==> src/rtl/xmem_ctrl.sv <==
// Host-port arbiter and engine-run sequencer for one xmem unit.
// Round-robin between two masters, tag pipe for read returns, run/flush/drain FSM.
`ifndef MEM_ADDR_W
`define MEM_ADDR_W 10
`endif

module xmem_ctrl #(
  parameter int MEM_ADDR_W = `MEM_ADDR_W,
  parameter int DATA_W     = 32,
  parameter int RD_LAT     = 3
) (
  input  logic                  clk,
  input  logic                  rst,
  input  logic                  run_req,
  output logic                  run_ack,
  output logic                  busy,
  input  logic                  m0_valid,
  input  logic                  m0_we,
  input  logic [MEM_ADDR_W-1:0] m0_addr,
  input  logic [DATA_W-1:0]     m0_wdata,
  output logic                  m0_ready,
  output logic                  m0_rvalid,
  output logic [DATA_W-1:0]     m0_rdata,
  input  logic                  m1_valid,
  input  logic                  m1_we,
  input  logic [MEM_ADDR_W-1:0] m1_addr,
  input  logic [DATA_W-1:0]     m1_wdata,
  output logic                  m1_ready,
  output logic                  m1_rvalid,
  output logic [DATA_W-1:0]     m1_rdata,
  output logic                  mem_run,
  input  logic                  mem_done,
  output logic                  mem_valid,
  output logic                  mem_we,
  output logic [MEM_ADDR_W-1:0] mem_addr,
  output logic [DATA_W-1:0]     mem_wdata,
  input  logic [DATA_W-1:0]     mem_rdata
);

  typedef enum logic [2:0] {IDLE, FLUSH, START, RUN, DRAIN} state_t;

  state_t            state;
  logic              last_m1;
  logic [1:0]        run_cnt;
  logic [RD_LAT-1:0] vld_p;
  logic [RD_LAT-1:0] id_p;
  logic              host_en;
  logic              gnt0;
  logic              gnt1;
  logic              rd_acc;

  // Grants are only made in IDLE with no run pending, so a run never races a host access.
  always_comb begin
    host_en = !rst && (state == IDLE) && !run_req;
    gnt0    = host_en && m0_valid && (!m1_valid || last_m1);
    gnt1    = host_en && m1_valid && (!m0_valid || !last_m1);
  end

  assign m0_ready  = gnt0;
  assign m1_ready  = gnt1;
  assign mem_valid = gnt0 | gnt1;
  assign mem_we    = (gnt0 & m0_we) | (gnt1 & m1_we);
  assign mem_addr  = gnt1 ? m1_addr  : m0_addr;
  assign mem_wdata = gnt1 ? m1_wdata : m0_wdata;
  assign rd_acc    = mem_valid & ~mem_we;

  assign m0_rvalid = vld_p[RD_LAT-1] & ~id_p[RD_LAT-1];
  assign m1_rvalid = vld_p[RD_LAT-1] &  id_p[RD_LAT-1];
  assign m0_rdata  = mem_rdata;
  assign m1_rdata  = mem_rdata;

  // Tag pipe stage p0 .. p(RD_LAT-1): master id is data, only the valid bits are reset.
  always_ff @(posedge clk) begin
    id_p[0] <= gnt1;
    for (int i = 1; i < RD_LAT; i++) id_p[i] <= id_p[i-1];
  end

  always_ff @(posedge clk) begin
    if (rst) begin
      vld_p <= '0;
    end else begin
      vld_p[0] <= rd_acc;
      for (int i = 1; i < RD_LAT; i++) vld_p[i] <= vld_p[i-1];
    end
  end

  // Run sequencer; mem_run/run_ack/busy are registered on entry to the state that owns them.
  always_ff @(posedge clk) begin
    if (rst) begin
      state   <= IDLE;
      mem_run <= 1'b0;
      run_ack <= 1'b0;
      busy    <= 1'b0;
      run_cnt <= 2'd0;
      last_m1 <= 1'b1;
    end else begin
      mem_run <= 1'b0;
      run_ack <= 1'b0;
      if (gnt0 || gnt1) last_m1 <= gnt1;
      case (state)
        IDLE: begin
          if (run_req) state <= FLUSH;
        end
        FLUSH: begin
          if (vld_p == '0) begin
            state   <= START;
            mem_run <= 1'b1;
            run_ack <= 1'b1;
            busy    <= 1'b1;
          end
        end
        START: begin
          state   <= RUN;
          run_cnt <= 2'd0;
        end
        RUN: begin
          // done may still show the previous idle level for the first two cycles
          if (run_cnt != 2'd2) run_cnt <= run_cnt + 2'd1;
          else if (mem_done)   state   <= DRAIN;
        end
        DRAIN: begin
          state <= IDLE;
          busy  <= 1'b0;
        end
        default: state <= IDLE;
      endcase
    end
  end

endmodule
==> config.mk <==
export PLATFORM = sky130hd
export DESIGN_NAME = xmem_ctrl
export DESIGN_NICKNAME = d
export VERILOG_FILES = /design/src/rtl/xmem_ctrl.sv
export SDC_FILE = /design/constraint.sdc
export NUM_CORES = 1
export LEC_CHECK = 0
export CAP_MARGIN = 10
export CORE_AREA = 2 2 92 94
export DETAILED_ROUTE_END_ITERATION = 7
export DIE_AREA = 0 0 94 96
export DONT_BUFFER_PORTS = 1
export GPL_TIMING_DRIVEN = 0
export PLACE_DENSITY_LB_ADDON = 0.25
export SYNTH_ARGS = -nofsm -noshare
export SYNTH_HDL_FRONTEND = slang
export SYNTH_SLANG_ARGS = --single-unit
==> constraint.sdc <==
create_clock -name clk -period 2.3 [get_ports clk]
set_input_delay 0.345 -clock clk [delete_from_list [all_inputs] [get_ports clk]]
set_output_delay 0.345 -clock clk [all_outputs]
set_load 0.005 [all_outputs]
# Word-level counts from Yosys, hierarchy flattened
# Cells that the tools add are included.
# totals
regBits,14
in_bits,124
output_inout_bits,115
# classes
n_addsub,1
n_eq_ne,10
muxes,12
n_bitwise,10
n_reduce_logical,22
# ops
operator,n
32-bit 2-to-1 mux,1
3-bit 2-to-1 mux,4
2-bit inequality test (second input constant),6
3-bit one-hot mux with 4 select lines,1
10-bit 2-to-1 mux,1
3-bit by 2-bit == test with 1-bit output (second input constant),2
1-bit logical AND,6
3-bit logical NOT,2
1-bit bitwise AND,5
1-bit logical NOT,5
2-bit one-hot mux with 2 select lines,1
2-bit AND reduction,2
4-bit AND reduction,1
2-bit nonzero test,2
3-bit by 1-bit == test with 1-bit output (second input constant),1
3-bit == test (second input constant),1
1-bit logical OR,3
1-bit inverter,3
2-bit by 1-bit adder with 2-bit output (second input constant),1
1-bit 2-to-1 mux,2
2-bit 2-to-1 mux,1
1-bit bitwise OR,2
1-bit one-hot mux with 2 select lines,1
2-bit OR reduction,1

# Depth between registers and ports, before layout
# Gate-level depths: netlist of run 1.
# depth
depth_word,9
ltp_mapped,5
depth_no_buf,5

# Least setup slack after synthesis of run 1
# Ideal clock, no wire load.
# synth_path
path_kind,input port to output port
startpoint,input port rst
endpoint,output port mem_addr[1]
arrival_ps,1314
required_ps,1955
slack_ps,641
path_stages,5
n_path_buf,2
path_cell_list,clkbuf_1 -> nor2_2 -> nand3_4 -> buf_6 -> mux2_4
# synth_via
elab_chain_cells,6
# synth_lines
element,line,text
"start, declared",13,"input logic rst,"
1-bit logical NOT,54,host_en = !rst && (state == IDLE) && !run_req;
1-bit logical AND (2 in a row),54,
1-bit logical AND (2 in a row),56,gnt1 = host_en && m1_valid && (!m0_valid || !last_m1);
10-bit 2-to-1 mux,63,assign mem_addr = gnt1 ? m1_addr : m0_addr;
"end, declared",35,"output logic [MEM_ADDR_W-1:0] mem_addr,"
# No other way between the ends.

# Final worst setup path of run 1
# layout_path
startpoint,register state[1]
endpoint,output port mem_wdata[1]
# layout_via
elab_chain_cells,6
# layout_lines
element,line,text
"start, declared",42,state_t state;
"start signal, assigned",90,state <= IDLE;
"start signal, assigned",102,if (run_req) state <= FLUSH;
"start signal, assigned",106,state <= START;
3-bit logical NOT,54,
1-bit logical AND (2 in a row),54,
1-bit logical AND (2 in a row),56,
32-bit 2-to-1 mux,64,assign mem_wdata = gnt1 ? m1_wdata : m0_wdata;
"end, declared",36,"output logic [DATA_W-1:0] mem_wdata,"
# No other way between the ends.

==> results of run 1 <==
==> layer usage <==
metal	wire (µm)	global-route usage
met4	29	0.0254
met5	0	0
met1	1700	0.111
met3	459	0.0117
met2	2110	0.117
==> cell type report <==
| class | instances | area, µm² | area share |
|---|---|---|---|
| Multi-Input combinational cell | 88 | 920 | 0.474 |
| Buffer | 71 | 542 | 0.279 |
| Clock buffer | 4 | 55.1 | 0.0284 |
| Inverter | 3 | 11.3 | 0.00581 |
| Tap cell | 105 | 131 | 0.0677 |
| Sequential cell | 14 | 280 | 0.145 |
==> synthesized netlist by cell type, types with 2 or more instances <==
master | number | area share
buf_4 | 65 | 0.28
mux2_4 | 39 | 0.33
dfxtp_1 | 14 | 0.16
nand2_1 | 5 | 0.011
nor2_1 | 5 | 0.011
a21oi_1 | 4 | 0.011
buf_6 | 4 | 0.026
nand2b_1 | 4 | 0.014
inv_1 | 3 | 0.0064
mux2_2 | 3 | 0.019
nor2b_1 | 3 | 0.011
o21ai_0 | 3 | 0.0086
and2_1 | 2 | 0.0071
nand3_1 | 2 | 0.0057
nand3b_1 | 2 | 0.0086
nor3_1 | 2 | 0.0057
==> power by group through the flow <==
stage / Sequential (mW) / Combinational, mW / Clock [mW]
5_1_grt: 0.273 / 0.301 / 0.263
4_1_cts: 0.270 / 0.279 / 0.249
2_1_floorplan: 0.272 / 0.248 / 0
3_5_place_dp: 0.275 / 0.278 / 0
6_report: 0.271 / 0.275 / 0.241
3_3_place_gp: 0.275 / 0.279 / 0
==> worst paths after layout <==
check                                from                       to  slack, ns  cells after the start
setup reg to reg  run_cnt[0]$_SDFFE_PP0P_  run_cnt[0]$_SDFFE_PP0P_       1.01                      5
hold reg to reg           id_p[1]$_DFF_P_          id_p[2]$_DFF_P_       0.33                      0
hold / removal                   mem_done    state[2]$_SDFFE_PP0P_       0.27                      2
setup / recovery    state[1]$_SDFFE_PP0P_             mem_wdata[1]       0.30                      5
==> flip-flops by register name (all words and copies together) (netlist names) <==
| signal | count |
|---|---|
| vld_p | 3 |
| state | 3 |
| run_cnt | 2 |
| id_p | 3 |
| mem_run | 1 |
| busy | 1 |
| last_m1 | 1 |
==> logic make-up after synthesis <==
logic type / count (synthesis)
buffers and inverters: 74
multiplexers: 42
AND/OR/NAND/NOR: 31
AO/OA/AOI/OAI: 14
flip-flops: 14
adder cells (fa/ha/maj): 1
==> worst max-delay path, delay by kind of cell (launching register included) <==
family,cells,cell delay [ns]
multiplexers,1,0.32
flip-flops,1,0.30
buffers and inverters,2,0.39
AND/OR/NAND/NOR,2,0.39
==> through the flow <==
step	cell area [µm²]	hold WS, ns	worst slack (ns)	power (mW)
after floorplan	1750	0.310	0.641	0.519
after global placement	1880	0.311	0.389	0.555
after detailed placement	1880	0.312	0.377	0.553
after CTS	1940	0.262	0.271	0.799
after global routing	1940	0.275	0.204	0.836
final	1940	0.267	0.300	0.786
==> impl_metrics.py, run 1 <==
metrics = {
    "outcome": {
        "outcome": "finished, final reports clean",
    },
    "power_and_ir_drop": {
        "powerDensity_nw_per_um2": 405,
        "pwr-share-comb": 0.350,
        "p_leak_nw": 0.973,
        "vdd_drop_max_mv": 0.150,
        "internal-power_mw": 0.580,
        "switching_share": 0.262,
        "p_clk_frac": 0.306,
        "switchingPower_mw": 0.206,
        "power_frac_seq": 0.344,
    },
    "synth": {
        "synth-adder-area-share": 0.00714,
        "synth_top_family_by_area": "multiplexers",
        "syn_avg_cell_area_um2": 9.96,
        "yosysWarnings": 0,
        "synthFlopType": "dfxtp_1",
        "yosys.area_share.simple": 0.109,
        "synth_compound_area_frac": 0.0550,
        "synthMuxAreaShare": 0.353,
        "synth_seq_cells": 14,
        "syn-num-nets": 301,
        "ys_seq_area_frac": 0.160,
        "async_flop_share": 0,
        "syn_area_um2": 1750,
        "synth_xor_area_frac": 0,
        "ys_types": 32,
        "synth_edf_count": 0,
        "synthCells": 176,
    },
    "global_routing": {
        "grt_use_total": 0.0769,
        "grt_overflow_total": 0,
        "grt_pass1_vias": 1040,
        "grt_pass1_wl_um": 5290,
        "grt_max_degree": 11,
        "grt_antenna_before_repair": 0,
    },
    "sta": {
        "finalHoldViolations": 0,
        "fin_crit_ns": 2.00,
        "fin_crit_sh": 0.869,
        "relSlewSlack": 0.702,
        "setup_viol": 0,
        "rsz0062_at_grt": "no",
        "fmax_mhz": 500,
        "drv_slew": 0,
        "tightest_slew_ns": 0.443,
        "tns_ns": 0,
        "finClkSkew_ns": 0.00253,
    },
    "worst_setup_path": {
        "path_max_fanout": 10,
        "cp_cell_sequence": "buf_2 > nor3_4 > nand3_4 > buf_6 > mux2_4",
        "cp.arrival_ns": 1.65,
        "crit_path_top_delay_cell": "mux2_4",
        "crit_type": "reg2out",
        "start_kind": "register",
        "critPathMaxStageDelay_ns": 0.32,
        "worst_ep_required_time_ns": 1.96,
        "worstSetupEndpointType": "output port",
    },
    "placed_design": {
        "dp_cells": 281,
        "port-buffer-count": 0,
        "gp_congestion": 0.657,
        "dp.final_hpwl_um": 3760,
    },
    "route": {
        "ant_nets": 0,
        "drt_first_pass_iters": 5,
        "via_per_inst": 4.26,
        "drt-initial-drc-count": 52,
        "wl_per_cell_um": 15.1,
        "route.detailed.drc": 0,
        "vias": 1213,
        "drt_wl_total_um": 4300,
    },
    "clock_network": {
        "clkSlewWorstSetupHoldPaths_ns": 0.06,
        "cts-hold-fix-buffers": 0,
        "cts_sinks": 14,
        "clk_path_buf_depth": 2,
        "ctsHtreeMaxLevel": 1,
        "clk_latency_ns": 0.25,
        "root_buffer": "clkbuf_8",
        "cts_setup_buffers": 0,
        "cts_buffers": 3,
        "ctsResizeCount": 0,
        "cts_tree": "done",
    },
    "layout": {
        "drive_above_1_share": 0.667,
        "finalNonFillerCells": 285,
        "utilization": 0.241,
        "nets": 306,
        "layout_common_cells": "buf_4 (65), mux2_4 (39), dfxtp_1 (14), nand2_1 (5), nor2_1 (5)",
        "n_fill_cell": 855,
        "layout_commonest_cell": "buf_4",
        "areaGrowthSynthToFinish_pct": 10.6,
        "n_antenna_cell": 0,
    },
    "die": {
        "dieArea_um2": 9020,
        "core_um2": 8050,
        "die_height_um": 96,
        "fp.dieW_um": 94,
        "num_rows": 33,
        "start_util": 0.218,
        "ioPinCount": 239,
    },
    "flow_run": {
        "drv_cap": 0,
    },
    "min_path": {
        "hold_path.class": "in2reg",
    },
}
Power figures use the tool's default switching activity.
==> inputs of run 2 (changes only) <==
MAX_ROUTING_LAYER = met4   (was default)
clock period = 2.1 ns   (was 2.3 ns; I/O delays follow)
==> run 2 against run 1 <==
Non-clock buffer count unchanged. Sequential share of layout area unchanged. Sequential cell count unchanged. Final cell count unchanged. Critical path depth unchanged. Clock power up 10%. Critical endpoint unchanged. Highest routed layer unchanged.
==> impl_metrics.py, run 2 (same netlist as run 1, synthesis figures left out) <==
metrics = {
    "die": {
        "fp.dieW_um": 94,
        "num_rows": 33,
        "core_um2": 8050,
        "start_util": 0.218,
        "ioPinCount": 239,
        "dieArea_um2": 9020,
        "die_height_um": 96,
    },
    "clock_network": {
        "cts_sinks": 14,
        "clkSlewWorstSetupHoldPaths_ns": 0.06,
        "clk_path_buf_depth": 2,
        "cts_buffers": 3,
        "root_buffer": "clkbuf_8",
        "ctsResizeCount": 0,
        "cts-hold-fix-buffers": 0,
        "clk_latency_ns": 0.25,
        "ctsHtreeMaxLevel": 1,
        "cts_setup_buffers": 0,
        "cts_tree": "done",
    },
    "power_and_ir_drop": {
        "power_mw": 0.862,
        "p_leak_nw": 0.973,
        "powerDensity_nw_per_um2": 445,
        "vdd_drop_max_mv": 0.166,
    },
    "route": {
        "route.detailed.drc": 0,
        "vias": 1212,
        "wl_per_cell_um": 15.1,
        "drt-initial-drc-count": 56,
        "ant_nets": 0,
        "drt_first_pass_iters": 4,
        "via_per_inst": 4.25,
        "drt_wl_total_um": 4310,
    },
    "sta": {
        "fin_crit_ns": 1.97,
        "fin_crit_sh": 0.938,
        "setup_viol": 0,
        "whs_ns": 0.237,
        "tightest_slew_ns": 0.462,
        "rsz0062_at_grt": "no",
        "drv_slew": 0,
        "fmax_mhz": 508,
        "tns_ns": 0,
        "finClkSkew_ns": 0.00345,
        "finalHoldViolations": 0,
        "relSlewSlack": 0.689,
    },
    "flow_run": {
        "drv_cap": 0,
    },
    "worst_setup_path": {
        "crit_type": "reg2out",
        "cp.arrival_ns": 1.65,
        "path_max_fanout": 10,
        "cp_cell_sequence": "buf_2 > nor3_4 > nand3_4 > buf_6 > mux2_4",
        "crit_path_top_delay_cell": "mux2_4",
        "worst_ep_required_time_ns": 1.78,
        "critPathMaxStageDelay_ns": 0.32,
        "worstSetupEndpointType": "output port",
        "start_kind": "register",
    },
    "layout": {
        "nets": 306,
        "n_antenna_cell": 0,
        "n_fill_cell": 855,
        "seq_area_um2": 280,
        "layout_commonest_cell": "buf_4",
        "multi_input_area_um2": 920,
        "areaGrowthSynthToFinish_pct": 10.6,
        "drive_above_1_share": 0.667,
        "reg.largest.list": "id_p (3), state (3), vld_p (3)",
        "utilization": 0.241,
        "layout_common_cells": "buf_4 (65), mux2_4 (39), dfxtp_1 (14), nand2_1 (5), nor2_1 (5)",
    },
    "global_routing": {
        "grt_antenna_before_repair": 0,
        "grt_pass1_wl_um": 5290,
        "grt_overflow_total": 0,
        "grt_pass1_vias": 1044,
        "grt_max_degree": 11,
        "grt_use_total": 0.0791,
    },
    "min_path": {
        "hold_path.class": "in2reg",
    },
    "outcome": {
        "outcome": "finished, final reports clean",
    },
    "placed_design": {
        "dp.final_hpwl_um": 3760,
        "gp_congestion": 0.663,
        "port-buffer-count": 0,
    },
}
run 2: cell counts in the layout (fill, tap and decap cells not counted):
Identical to the previous run, type by type.
run 2: layer usage:
layer | GRT usage | vias to the layer above | routed length, µm | share of wire
li1 | - | 545 | - | -
met4 | 0.0254 | 0 | 31 | 0.0072
met5 | - | - | 0 | 0
met2 | 0.117 | 121 | 2120 | 0.49
met3 | 0.00783 | 4 | 428 | 0.099
met1 | 0.113 | 542 | 1730 | 0.40
run 2: report_power, final:
part | internal (mW) | switching (mW)
clock network | 0.166 | 0.0985
logic | 0.188 | 0.114
registers | 0.282 | 0.0146
run 2: layout make-up:
type	instances	area share
Buffer	71	0.279
Clock buffer	4	0.0284
Inverter	3	0.00581
Multi-Input combinational cell	88	0.474
Sequential cell	14	0.145
Tap cell	105	0.0677
run 2: final timing paths:
kind / from / end / slack [ns] / depth (start not counted)
max: state[1]$_SDFFE_PP0P_ / mem_wdata[1] / 0.13 / 5
min: mem_done / state[2]$_SDFFE_PP0P_ / 0.24 / 2
max reg2reg: state[1]$_SDFFE_PP0P_ / last_m1$_SDFFE_PP1P_ / 0.80 / 4
min reg2reg: id_p[1]$_DFF_P_ / id_p[2]$_DFF_P_ / 0.33 / 0
run 2: per-stage QoR:
stage / area [µm²] / instances / setup WS [ns]
floorplan: 1750 / 176 / 0.501
global placement: 1880 / 281 / 0.249
detailed placement: 1880 / 281 / 0.237
CTS: 1940 / 285 / 0.101
global route: 1940 / 285 / 0.0345
finish: 1940 / 285 / 0.131
run 2: worst max-delay path, delay by kind of cell (launching register included):
family,cells,cell delay [ns]
buffers and inverters,2,0.39
and+or+nand+nor,2,0.39
muxes,1,0.32
DFF,1,0.30
==> inputs of run 3 (changes only) <==
--- a/config.mk
+++ b/config.mk
@@ -7,4 +7,6 @@
 export LEC_CHECK = 0
 export CAP_MARGIN = 10
+export CELL_PAD_IN_SITES_DETAIL_PLACEMENT = 2
+export CELL_PAD_IN_SITES_GLOBAL_PLACEMENT = 2
 export CORE_AREA = 2 2 92 94
 export DETAILED_ROUTE_END_ITERATION = 7
==> constraint.sdc (replaced) <==
create_clock -name clk -period 2.1 [get_ports clk]
set_input_delay 0.525 -clock clk [delete_from_list [all_inputs] [get_ports clk]]
set_output_delay 0.525 -clock clk [all_outputs]
set_load 0.005 [all_outputs]
==> run 3 against run 2 <==
Core utilization up 1.4 points. Register-to-register slack worse by 0.07 ns. Die area unchanged. Non-clock buffer count up 6.
==> impl_metrics.py, run 3 (same netlist as run 1, synthesis figures left out) <==
metrics = {
    "outcome": {
        "outcome": "finished, final reports clean",
    },
    "sta": {
        "finClkSkew_ns": 0.00363,
        "tightest_slew_ns": 0.485,
        "finalHoldViolations": 0,
        "relSlewSlack": 0.673,
        "drv_slew": 0,
        "fin_crit_ns": 2.08,
        "whs_ns": 0.330,
        "rsz0062_at_grt": "yes",
        "fin_crit_sh": 0.992,
        "tns_ns": 0,
        "fmax_mhz": 480,
        "setup_viol": 0,
        "setup_ws_ns": 0.0158,
    },
    "worst_setup_path": {
        "cp_cell_sequence": "nor3_4 > nand3_4 > bufbuf_16 > mux2_4",
        "critPathMaxStageDelay_ns": 0.35,
        "worst_ep_required_time_ns": 1.57,
        "worstSetupEndpointType": "output port",
        "path_max_fanout": 5,
        "cp.arrival_ns": 1.56,
        "crit_path_top_delay_cell": "dfxtp_4",
        "start_kind": "register",
        "crit_type": "reg2out",
    },
    "die": {
        "die_height_um": 96,
        "dieArea_um2": 9020,
        "ioPinCount": 239,
        "num_rows": 33,
        "start_util": 0.218,
        "fp.dieW_um": 94,
        "core_um2": 8050,
    },
    "layout": {
        "layout_commonest_cell": "buf_4",
        "reg.largest.list": "id_p (3), state (3), vld_p (3)",
        "areaGrowthSynthToFinish_pct": 17.3,
        "nets": 312,
        "layout_common_cells": "buf_4 (69), mux2_4 (40), dfxtp_1 (11)",
        "final_area_um2": 2060,
        "drive_above_1_share": 0.699,
        "utilization": 0.255,
        "finalNonFillerCells": 291,
        "n_antenna_cell": 0,
    },
    "global_routing": {
        "grt_pass1_vias": 1173,
        "grt_use_total": 0.0915,
        "grt_pass1_wl_um": 6130,
        "grt_antenna_before_repair": 0,
        "grt_overflow_total": 0,
        "grt_max_degree": 11,
    },
    "flow_run": {
        "drv_cap": 0,
    },
    "clock_network": {
        "clk_latency_ns": 0.24,
        "cts_sinks": 14,
        "cts_tree": "done",
        "ctsHtreeMaxLevel": 1,
        "root_buffer": "clkbuf_8",
        "cts_buffers": 3,
        "clkSlewWorstSetupHoldPaths_ns": 0.06,
        "clk_path_buf_depth": 2,
    },
    "route": {
        "route.detailed.drc": 0,
        "drt_first_pass_iters": 2,
        "vias": 1252,
        "drt_wl_total_um": 4980,
        "ant_nets": 0,
        "drt-initial-drc-count": 9,
        "wl_per_cell_um": 17.1,
        "via_per_inst": 4.30,
    },
    "placed_design": {
        "gp_congestion": 0.702,
        "dp_cells": 281,
        "post_dp_cell_area_um2": 1880,
        "dp_slack_ns": -0.203,
        "port-buffer-count": 0,
        "dp.final_hpwl_um": 4320,
    },
    "power_and_ir_drop": {
        "vdd_drop_max_mv": 0.169,
        "powerDensity_nw_per_um2": 433,
        "power_mw": 0.890,
        "p_leak_nw": 1.04,
    },
    "min_path": {
        "hold_path.class": "reg2reg",
    },
}
[run 3: cell count changes in the layout (fill, tap and decap cells not counted), sizes merged]
cell	change
bufbuf	+1
buf	+5
[run 3: worst max-delay path, delay by kind of cell (launching register included)]
kind,cells,cell delay [ns]
and+or+nand+nor,2,0.36
DFF,1,0.35
buffers and inverters,1,0.30
muxes,1,0.30
[run 3: path summary, 6_finish.rpt]
check,from,to,slack [ns],cells after the start
max reg2reg,state[0]$_SDFFE_PP0P_,last_m1$_SDFFE_PP1P_,0.73,4
min,id_p[0]$_DFF_P_,id_p[1]$_DFF_P_,0.33,0
max,state[0]$_SDFFE_PP0P_,mem_wdata[11],0.02,4
min reg2reg,id_p[0]$_DFF_P_,id_p[1]$_DFF_P_,0.33,0
[run 3: per-layer routing]
metal	GRT usage	vias up	part of all wire
li1	-	556	-
met1	0.110	574	0.36
met2	0.157	120	0.54
met3	0.0141	2	0.096
met4	0.0290	0	0.0068
met5	-	-	0
[run 3: area by class of cell]
| class | instances | area (µm²) |
|---|---|---|
| Buffer | 67 | 522 |
| Multi-Input combinational cell | 88 | 928 |
| Clock buffer | 4 | 55.1 |
| Sequential cell | 14 | 289 |
| Fill cell | 902 | 6000 |
| Tap cell | 105 | 131 |
| Timing Repair Buffer | 10 | 119 |
| Inverter | 3 | 11.3 |
[run 3: timing repair]
action                     4_1_cts  5_1_grt
buffers inserted                 9        0
cloned                           1        0
pin swaps                        4        3
gates resized for setup         16        7
setup endpoints to repair       42       42
hold buffers                     0        0
[run 3: where the power goes]
group          switching, mW  internal [mW]  total (mW)
clock network          0.100          0.166       0.266
logic                  0.115          0.206       0.321
registers             0.0189          0.284       0.302
total                  0.234          0.655       0.890
